## config.mk

```make
export PLATFORM = sky130hd
export DESIGN_NAME = fifo_rd_arbiter_flat
export DESIGN_NICKNAME = d
export VERILOG_FILES = /design/src/rtl/fifo_rd_arbiter_if.sv /design/src/rtl/fifo_rd_arbiter.sv /design/src/flat_wrapper.sv
export SDC_FILE = /design/constraint.sdc
export NUM_CORES = 1
export LEC_CHECK = 0
export CAP_MARGIN = 10
export CELL_PAD_IN_SITES_DETAIL_PLACEMENT = 0
export CELL_PAD_IN_SITES_GLOBAL_PLACEMENT = 1
export CORE_MARGIN = 3
export CORE_UTILIZATION = 46
export DETAILED_ROUTE_END_ITERATION = 16
export PLACE_DENSITY_LB_ADDON = 0.3
export SLEW_MARGIN = 20
export SYNTH_ARGS = -nofsm -noshare
export SYNTH_HDL_FRONTEND = slang
export SYNTH_SLANG_ARGS = --single-unit
```

## constraint.sdc

```tcl
create_clock -name clk -period 5.59 [get_ports clk]
set_input_delay 0.559 -clock clk [delete_from_list [all_inputs] [get_ports clk]]
set_output_delay 0.559 -clock clk [all_outputs]
set_load 0.005 [all_outputs]
```

## src/rtl/fifo_rd_arbiter_if.sv

```systemverilog
// rtl/fifo_rd_arbiter_if.sv - request/grant bundle between the SyncFIFO read channels and the read arbiter
interface fifo_rd_arbiter_if #(
   parameter int BURST_W = 8
) ();
   logic [7:0]         rd_req;
   logic               rd_en;
   logic               empty;
   logic [7:0]         select;
   logic               grant_valid;
   logic [2:0]         grant_idx;
   logic [BURST_W-1:0] burst_cnt;

   // arbiter side
   modport master (
      input  rd_req, rd_en, empty,
      output select, grant_valid, grant_idx, burst_cnt
   );

   // requester / read-mux side
   modport slave (
      output rd_req, rd_en, empty,
      input  select, grant_valid, grant_idx, burst_cnt
   );
endinterface

```

## src/rtl/fifo_rd_arbiter.sv

```systemverilog
// rtl/fifo_rd_arbiter.sv - burst round-robin read arbiter for the 8 SyncFIFO read channels (optional FIFO_RD_ARB_PRIO_EN: channel 0 high priority with preemption)
module fifo_rd_arbiter #(
   parameter int MAX_BURST        = 16,
   parameter int BURST_W          = 8,
   parameter bit RELEASE_ON_EMPTY = 1'b1
) (
   input logic                 clk,
   input logic                 rst_n,
   fifo_rd_arbiter_if.master   bus
);

   typedef enum logic [1:0] {
      IDLE  = 2'd0,
      GRANT = 2'd1,
      GAP   = 2'd2
   } state_t;

   state_t             state, state_n;
   logic [2:0]         ptr, ptr_n;
   logic [7:0]         select_q, select_n;
   logic [2:0]         grant_idx_q, grant_idx_n;
   logic               grant_valid_q, grant_valid_n;
   logic [BURST_W-1:0] burst_cnt_q, burst_cnt_n;

   logic [2:0]         win;
   logic               found;
   logic [2:0]         cand;
   logic               read_cnt;
   logic               last_read;
   logic               preempt;
   logic               release_now;

   // circular search for the next requester, starting just after the last winner
   always_comb begin
      win   = 3'd0;
      found = 1'b0;
      cand  = 3'd0;
      for (int k = 1; k <= 8; k++) begin
         cand = ptr + 3'(k);
         if (!found && bus.rd_req[cand]) begin
            win   = cand;
            found = 1'b1;
         end
      end
`ifdef FIFO_RD_ARB_PRIO_EN
      if (bus.rd_req[0]) begin
         win   = 3'd0;
         found = 1'b1;
      end
`endif
   end

   // release conditions for the current owner
   always_comb begin
      read_cnt    = bus.rd_en && !bus.empty;
      last_read   = read_cnt && (burst_cnt_q == BURST_W'(MAX_BURST - 1));
`ifdef FIFO_RD_ARB_PRIO_EN
      preempt     = bus.rd_req[0] && (grant_idx_q != 3'd0);
`else
      preempt     = 1'b0;
`endif
      release_now = !bus.rd_req[grant_idx_q] || last_read ||
                    (RELEASE_ON_EMPTY && bus.empty) || preempt;
   end

   // next-state and next-output logic
   always_comb begin
      state_n       = state;
      ptr_n         = ptr;
      select_n      = select_q;
      grant_idx_n   = grant_idx_q;
      grant_valid_n = grant_valid_q;
      burst_cnt_n   = burst_cnt_q;
      case (state)
         IDLE, GAP: begin
            if (found) begin
               state_n       = GRANT;
               select_n      = 8'b1 << win;
               grant_idx_n   = win;
               grant_valid_n = 1'b1;
               burst_cnt_n   = '0;
            end else begin
               state_n       = IDLE;
               grant_valid_n = 1'b0;
            end
         end
         GRANT: begin
            if (read_cnt) begin
               burst_cnt_n = burst_cnt_q + 1'b1;
            end
            if (release_now) begin
               state_n       = GAP;
               grant_valid_n = 1'b0;
               // a preempted owner keeps its round-robin position
               if (!preempt) begin
                  ptr_n = grant_idx_q;
               end
            end
         end
         default: begin
            state_n       = IDLE;
            grant_valid_n = 1'b0;
         end
      endcase
   end

   // state and output registers
   always_ff @(posedge clk or negedge rst_n) begin
      if (!rst_n) begin
         state         <= IDLE;
         ptr           <= 3'd7;
         select_q      <= 8'b0000_0001;
         grant_idx_q   <= 3'd0;
         grant_valid_q <= 1'b0;
         burst_cnt_q   <= '0;
      end else begin
         state         <= state_n;
         ptr           <= ptr_n;
         select_q      <= select_n;
         grant_idx_q   <= grant_idx_n;
         grant_valid_q <= grant_valid_n;
         burst_cnt_q   <= burst_cnt_n;
      end
   end

   assign bus.select      = select_q;
   assign bus.grant_idx   = grant_idx_q;
   assign bus.grant_valid = grant_valid_q;
   assign bus.burst_cnt   = burst_cnt_q;

endmodule
```

## src/flat_wrapper.sv

```systemverilog
// flat-port wrapper written by rule: the top's interface ports become plain ports
module fifo_rd_arbiter_flat 
#(
   parameter int MAX_BURST        = 16,
   parameter int BURST_W          = 8,
   parameter bit RELEASE_ON_EMPTY = 1'b1
)
  (clk, rst_n, bus_rd_req, bus_rd_en, bus_empty, bus_select, bus_grant_valid, bus_grant_idx, bus_burst_cnt);
  fifo_rd_arbiter_if #(.BURST_W(BURST_W)) bus_i ();
  input logic clk;
  input logic rst_n;
  input wire logic [$bits(bus_i.rd_req)-1:0] bus_rd_req;
  input wire logic [$bits(bus_i.rd_en)-1:0] bus_rd_en;
  input wire logic [$bits(bus_i.empty)-1:0] bus_empty;
  output wire logic [$bits(bus_i.select)-1:0] bus_select;
  output wire logic [$bits(bus_i.grant_valid)-1:0] bus_grant_valid;
  output wire logic [$bits(bus_i.grant_idx)-1:0] bus_grant_idx;
  output wire logic [$bits(bus_i.burst_cnt)-1:0] bus_burst_cnt;
  assign bus_i.rd_req = bus_rd_req;
  assign bus_i.rd_en = bus_rd_en;
  assign bus_i.empty = bus_empty;
  assign bus_select = bus_i.select;
  assign bus_grant_valid = bus_i.grant_valid;
  assign bus_grant_idx = bus_i.grant_idx;
  assign bus_burst_cnt = bus_i.burst_cnt;
  fifo_rd_arbiter #(.MAX_BURST(MAX_BURST), .BURST_W(BURST_W), .RELEASE_ON_EMPTY(RELEASE_ON_EMPTY)) u_core (.clk(clk), .rst_n(rst_n), .bus(bus_i));
endmodule
```

==> results.txt <==
- Result of the run: finished clean
* Post-DP HPWL: slightly below 4000 microns
- The number of nets handed over by synthesis was 212.
- Final non-filler cell total: 278
- After synthesis the netlist holds a flip-flop and latch count of 25.
* Die ar.: 0.00555 sq mm
* Crit-path slowest cell: sky130_fd_sc_hd__dfstp_2
- Proportion of synthesized chip area in sequential cells: between 20 and 30%
* Chip Width: around 74 microns
* Most used flip-flop cell after synthesis: sky130_fd_sc_hd__dfrtp_1
- Yosys mapped the design onto between 50 and 60 distinct sky130hd cell types.
- Fraction of layout cells with a size suffix above 1: about 20%
- The worst-case IR drop observed on VDD is between 0.3 and 0.4 mV.
- Fraction of registers with async set/reset: 100%
- Across the routed clock network, the largest skew measured is 3.09 ps.
- The number of clock buffers added by TritonCTS is 3.
- Entering global routing, the biggest net connects 26 pins.
- Root buffer selected by CTS: sky130_fd_sc_hd__clkbuf_8
- After clock tree synthesis, the setup repair step added 0 buffers.
* Cell area after synthesis: roughly 0.0022 sq mm
- The biggest area contributor in the post-synthesis netlist is sky130_fd_sc_hd__dfrtp_1.
- Depth of the worst register-to-register path: 8
* Final weighted congestion in routability-driven placement: ~0.87
- Slack of the worst reg-to-reg path: approximately 1300 ps
- The layout has between 300 and 400 filler cells.
- Number of cells on the worst hold path: 2
- Worst path required time: 5760 ps
- Pre-Repair DR Iteration Count: 4
- In this run the remaining antenna-violating nets after routing total 0.
* Compound-Gate Fraction of Synth Area: 15.3%
- Setup repair after global routing missed its margin: false
- Remaining routing DRC violations: 0
- The worst hold path terminates at u_core.bus.select[4]$_DFFE_PN0P_.
- Via-to-Cell Ratio: 6.33
- Antenna cell count: 0
- Summed over all layers, the global routing overflow is 0.
- The via count of the first global-routing pass was 1741.
* Leakage power figure: ~0.001 uW
- The final layout contains ~240 nets.
- The tool flagged a number of max-cap violations equal to 0.
- In this run the power density over the cells is 643 mW/mm^2.
- Summing all multi-input logic gate instances after layout gives between 0.001 and 0.0015 sq mm.
- Synthesized-area fraction occupied by and/or/nand/nor cells: between 10% and 20%
- The min-delay analysis places its worst path in the category reg2reg.
* Bufs on Longest Clock Path: 2
* Site row count: 24
- The worst pin sits at a relative slew slack of 52.3%.
* Initial antenna violation count: 0
- Largest family of logic cells by synthesized area: multiplexers
* Yosys warning total: 0
* Total Routing Usage GR: 19.6%
- The worst register-to-register path begins at u_core.ptr[0]$_DFFE_PN1P_.
* Startpoint class of the critical path: flip-flop
* Ports placed on the boundary: 32
- The tightest hold path in the finished design has a slack of just under 500 ps.
* Number of buffer cells added on primary ports: 31
- Walking the worst path, the cells encountered are inv_1, ha_1, mux4_2, mux2_2, or4b_1, o21bai_4, nor2_1, a32o_1.
- From synthesis to final layout, the design area changed by 17.6%.
* Wire length of the first global-routing pass: ~8500 microns
* Endpoint type of the worst setup path: flip-flop
- Adder and majority gate portion of the synthesized area: under 10%
- Multiplexer fraction of the synthesized cell area: around 28%
- Post-CTS Resized: 0
* Area used by sequential logic in the layout: 631 sq um
- For the worst setup path, the data arrival time is between 4000 and 5000 ps.
- Number of endpoints with negative hold slack in the final report: 0
- Overall routed net length: around 5000 microns
- In this run, the number of DRC markers left after iteration 0 of detailed routing was around 100.
- Number of placed instances, taps included: approximately 270
- Summed over all failing endpoints, the final setup total negative slack is 0 ps.
* Post-synthesis xor/xnor area fraction: 4.47%
- Worst slew pin tran: between 700 and 800 ps
- TritonCTS built the clock tree.
- Period utilization: about three quarters
* Crit-path max cell delay: 740 ps
- The synthesized design devotes to its leading area cell type about a quarter of total area.
* Start-to-end type of the worst setup path: reg2reg
* Routed length per placed instance: between 15 and 20 microns
* Number of setup violations in the final report: 0
- Placeable Area: approximately 0.0044 sq mm
- Counting flops with a built-in enable in the synthesized netlist gives 0.
* Number of vias in the routed layout: roughly 1800
- Commonest cells in the synthesized netlist: sky130_fd_sc_hd__dfrtp_1 (21), sky130_fd_sc_hd__nand2_1 (18), sky130_fd_sc_hd__nor2_1 (17), sky130_fd_sc_hd__mux4_2 (15), sky130_fd_sc_hd__mux2_2 (11)
- Worst Hold Launch: u_core.bus.select[4]$_DFFE_PN0P_
- In this run the critical register-to-register path is captured at u_core.bus.select[3]$_DFFE_PN0P_.
- The clock drives 25 sinks.
* Cell with the most instances after synthesis: sky130_fd_sc_hd__dfrtp_1
* Synthesized area per cell: 10.9 sq um
* Minimum period implied by the final worst setup slack: between 4000 and 5000 ps
* Crit-path max FO: 19
* Skew-Pair Late Insertion Delay: ~270 ps
- Clock Pin Slew Worst Setup and Hold Paths: around 90 ps
- Number of pins with negative max-slew slack in the final report: 0
- For this run, the top clock speed supported by timing is approximately 0.24 GHz.
- After synthesis, the cell types taking the most area are sky130_fd_sc_hd__dfrtp_1 (24%), sky130_fd_sc_hd__mux4_2 (16%), sky130_fd_sc_hd__mux2_2 (5.7%), sky130_fd_sc_hd__dfstp_2 (4.9%), sky130_fd_sc_hd__mux2i_1 (4.6%).
* Hold_buf cts: 0
* Die outline height: ~74 microns
* Number of H-tree levels: 1
- The initial utilization of the core area, before any placement, comes to 48.5%.
* Post-synthesis cell count: roughly 200
registers in the layout (all words and copies together) (netlist names):
signal	count
u_core.bus.burst_cnt	8
u_core.bus.grant_idx	3
u_core.bus.grant_valid	1
u_core.bus.select	8
u_core.ptr	3
u_core.state	2
through the flow:
step | total power (uW) | area (sq um) | util (%) | worst slack (ps)
after floorplan | 1250 | 2160 | - | 1970
final | 1630 | 2540 | 57.1 | 1340
after global placement | 1480 | 2490 | 56.0 | 1500
after detailed placement | 1520 | 2490 | 56.0 | 1330
after global routing | 1750 | 2540 | 57.1 | 1120
after CTS | 1630 | 2540 | 57.1 | 1320
area by class of cell:
class | instances | area share, %
inverters | 7 | 1.04
repair buffers | 32 | 12.5
well taps | 52 | 2.56
flip-flops and latches | 25 | 24.9
clock buffers | 3 | 1.63
clock inverters | 1 | 0.345
multi-input cells | 158 | 57.1
worst max-delay path, delay by kind of cell (launching register included):
kind | cells | cell delay [ps]
simple gates | 2 | 850
fa+ha+maj | 1 | 640
mux | 2 | 940
buf+inv | 1 | 230
flops | 1 | 740
compound gates | 2 | 730
per-layer routing:
| layer | wire length (microns) | GRT usage [%] |
|---|---|---|
| met1 | 2350 | 28.0 |
| met2 | 2520 | 31.5 |
| met3 | 242 | 4.05 |
| met4 | 40 | 3.16 |
| met5 | 0 | 0 |
cells in the final DEF (no fill, tap or decap), types with 2 or more instances in the layout:
master                            instances
sky130_fd_sc_hd__nand3_1                  4
sky130_fd_sc_hd__mux2i_1                 10
sky130_fd_sc_hd__nand2b_1                 4
sky130_fd_sc_hd__a32o_1                   4
sky130_fd_sc_hd__a21oi_1                  7
sky130_fd_sc_hd__mux2_2                  11
sky130_fd_sc_hd__a31oi_1                  2
sky130_fd_sc_hd__inv_1                    6
sky130_fd_sc_hd__nor3_1                   2
sky130_fd_sc_hd__o31ai_1                  2
sky130_fd_sc_hd__o21ai_0                  7
sky130_fd_sc_hd__nand4_1                  4
sky130_fd_sc_hd__o31ai_4                  2
sky130_fd_sc_hd__nor2b_1                  2
sky130_fd_sc_hd__mux2_1                   2
sky130_fd_sc_hd__dfrtp_1                 21
sky130_fd_sc_hd__nand2_1                 18
sky130_fd_sc_hd__dfstp_2                  4
sky130_fd_sc_hd__mux4_2                  15
sky130_fd_sc_hd__clkdlybuf4s50_1         31
sky130_fd_sc_hd__clkbuf_8                 3
sky130_fd_sc_hd__nor2_1                  17
sky130_fd_sc_hd__xnor2_1                  3
sky130_fd_sc_hd__ha_1                     3
sky130_fd_sc_hd__a21o_1                   2
sky130_fd_sc_hd__xor2_1                   8
sky130_fd_sc_hd__a22oi_1                  2
worst max-delay path by stage:
stage	start	to	slack [ps]	cells after the start
CTS	u_core.ptr[0]$_DFFE_PN1P_	u_core.bus.select[3]$_DFFE_PN0P_	1320	8
global placement	u_core.ptr[0]$_DFFE_PN1P_	u_core.bus.select[3]$_DFFE_PN0P_	1500	8
detailed placement	u_core.ptr[0]$_DFFE_PN1P_	u_core.bus.select[3]$_DFFE_PN0P_	1330	8
floorplan	u_core.ptr[1]$_DFFE_PN1P_	u_core.bus.select[5]$_DFFE_PN0P_	1970	12
global route	u_core.ptr[0]$_DFFE_PN1P_	u_core.bus.select[3]$_DFFE_PN0P_	1120	8
finish	u_core.ptr[0]$_DFFE_PN1P_	u_core.bus.select[3]$_DFFE_PN0P_	1340	8
where the power goes:
group | internal [uW] | leakage, uW | switching, uW | total [uW]
registers | 245 | 0.000319 | 103 | 348
clock network | 52.2 | 0.0000261 | 60.6 | 113
logic | 539 | 0.000638 | 631 | 1170
total | 837 | 0.000983 | 795 | 1630
cell families after synthesis:
logic type,count (synthesis)
compound gates,39
xor+xnor,11
fa+ha+maj,3
buf+inv,14
flops,25
mux,39
simple gates,66
No activity file was read; power rests on OpenSTA's default activity.
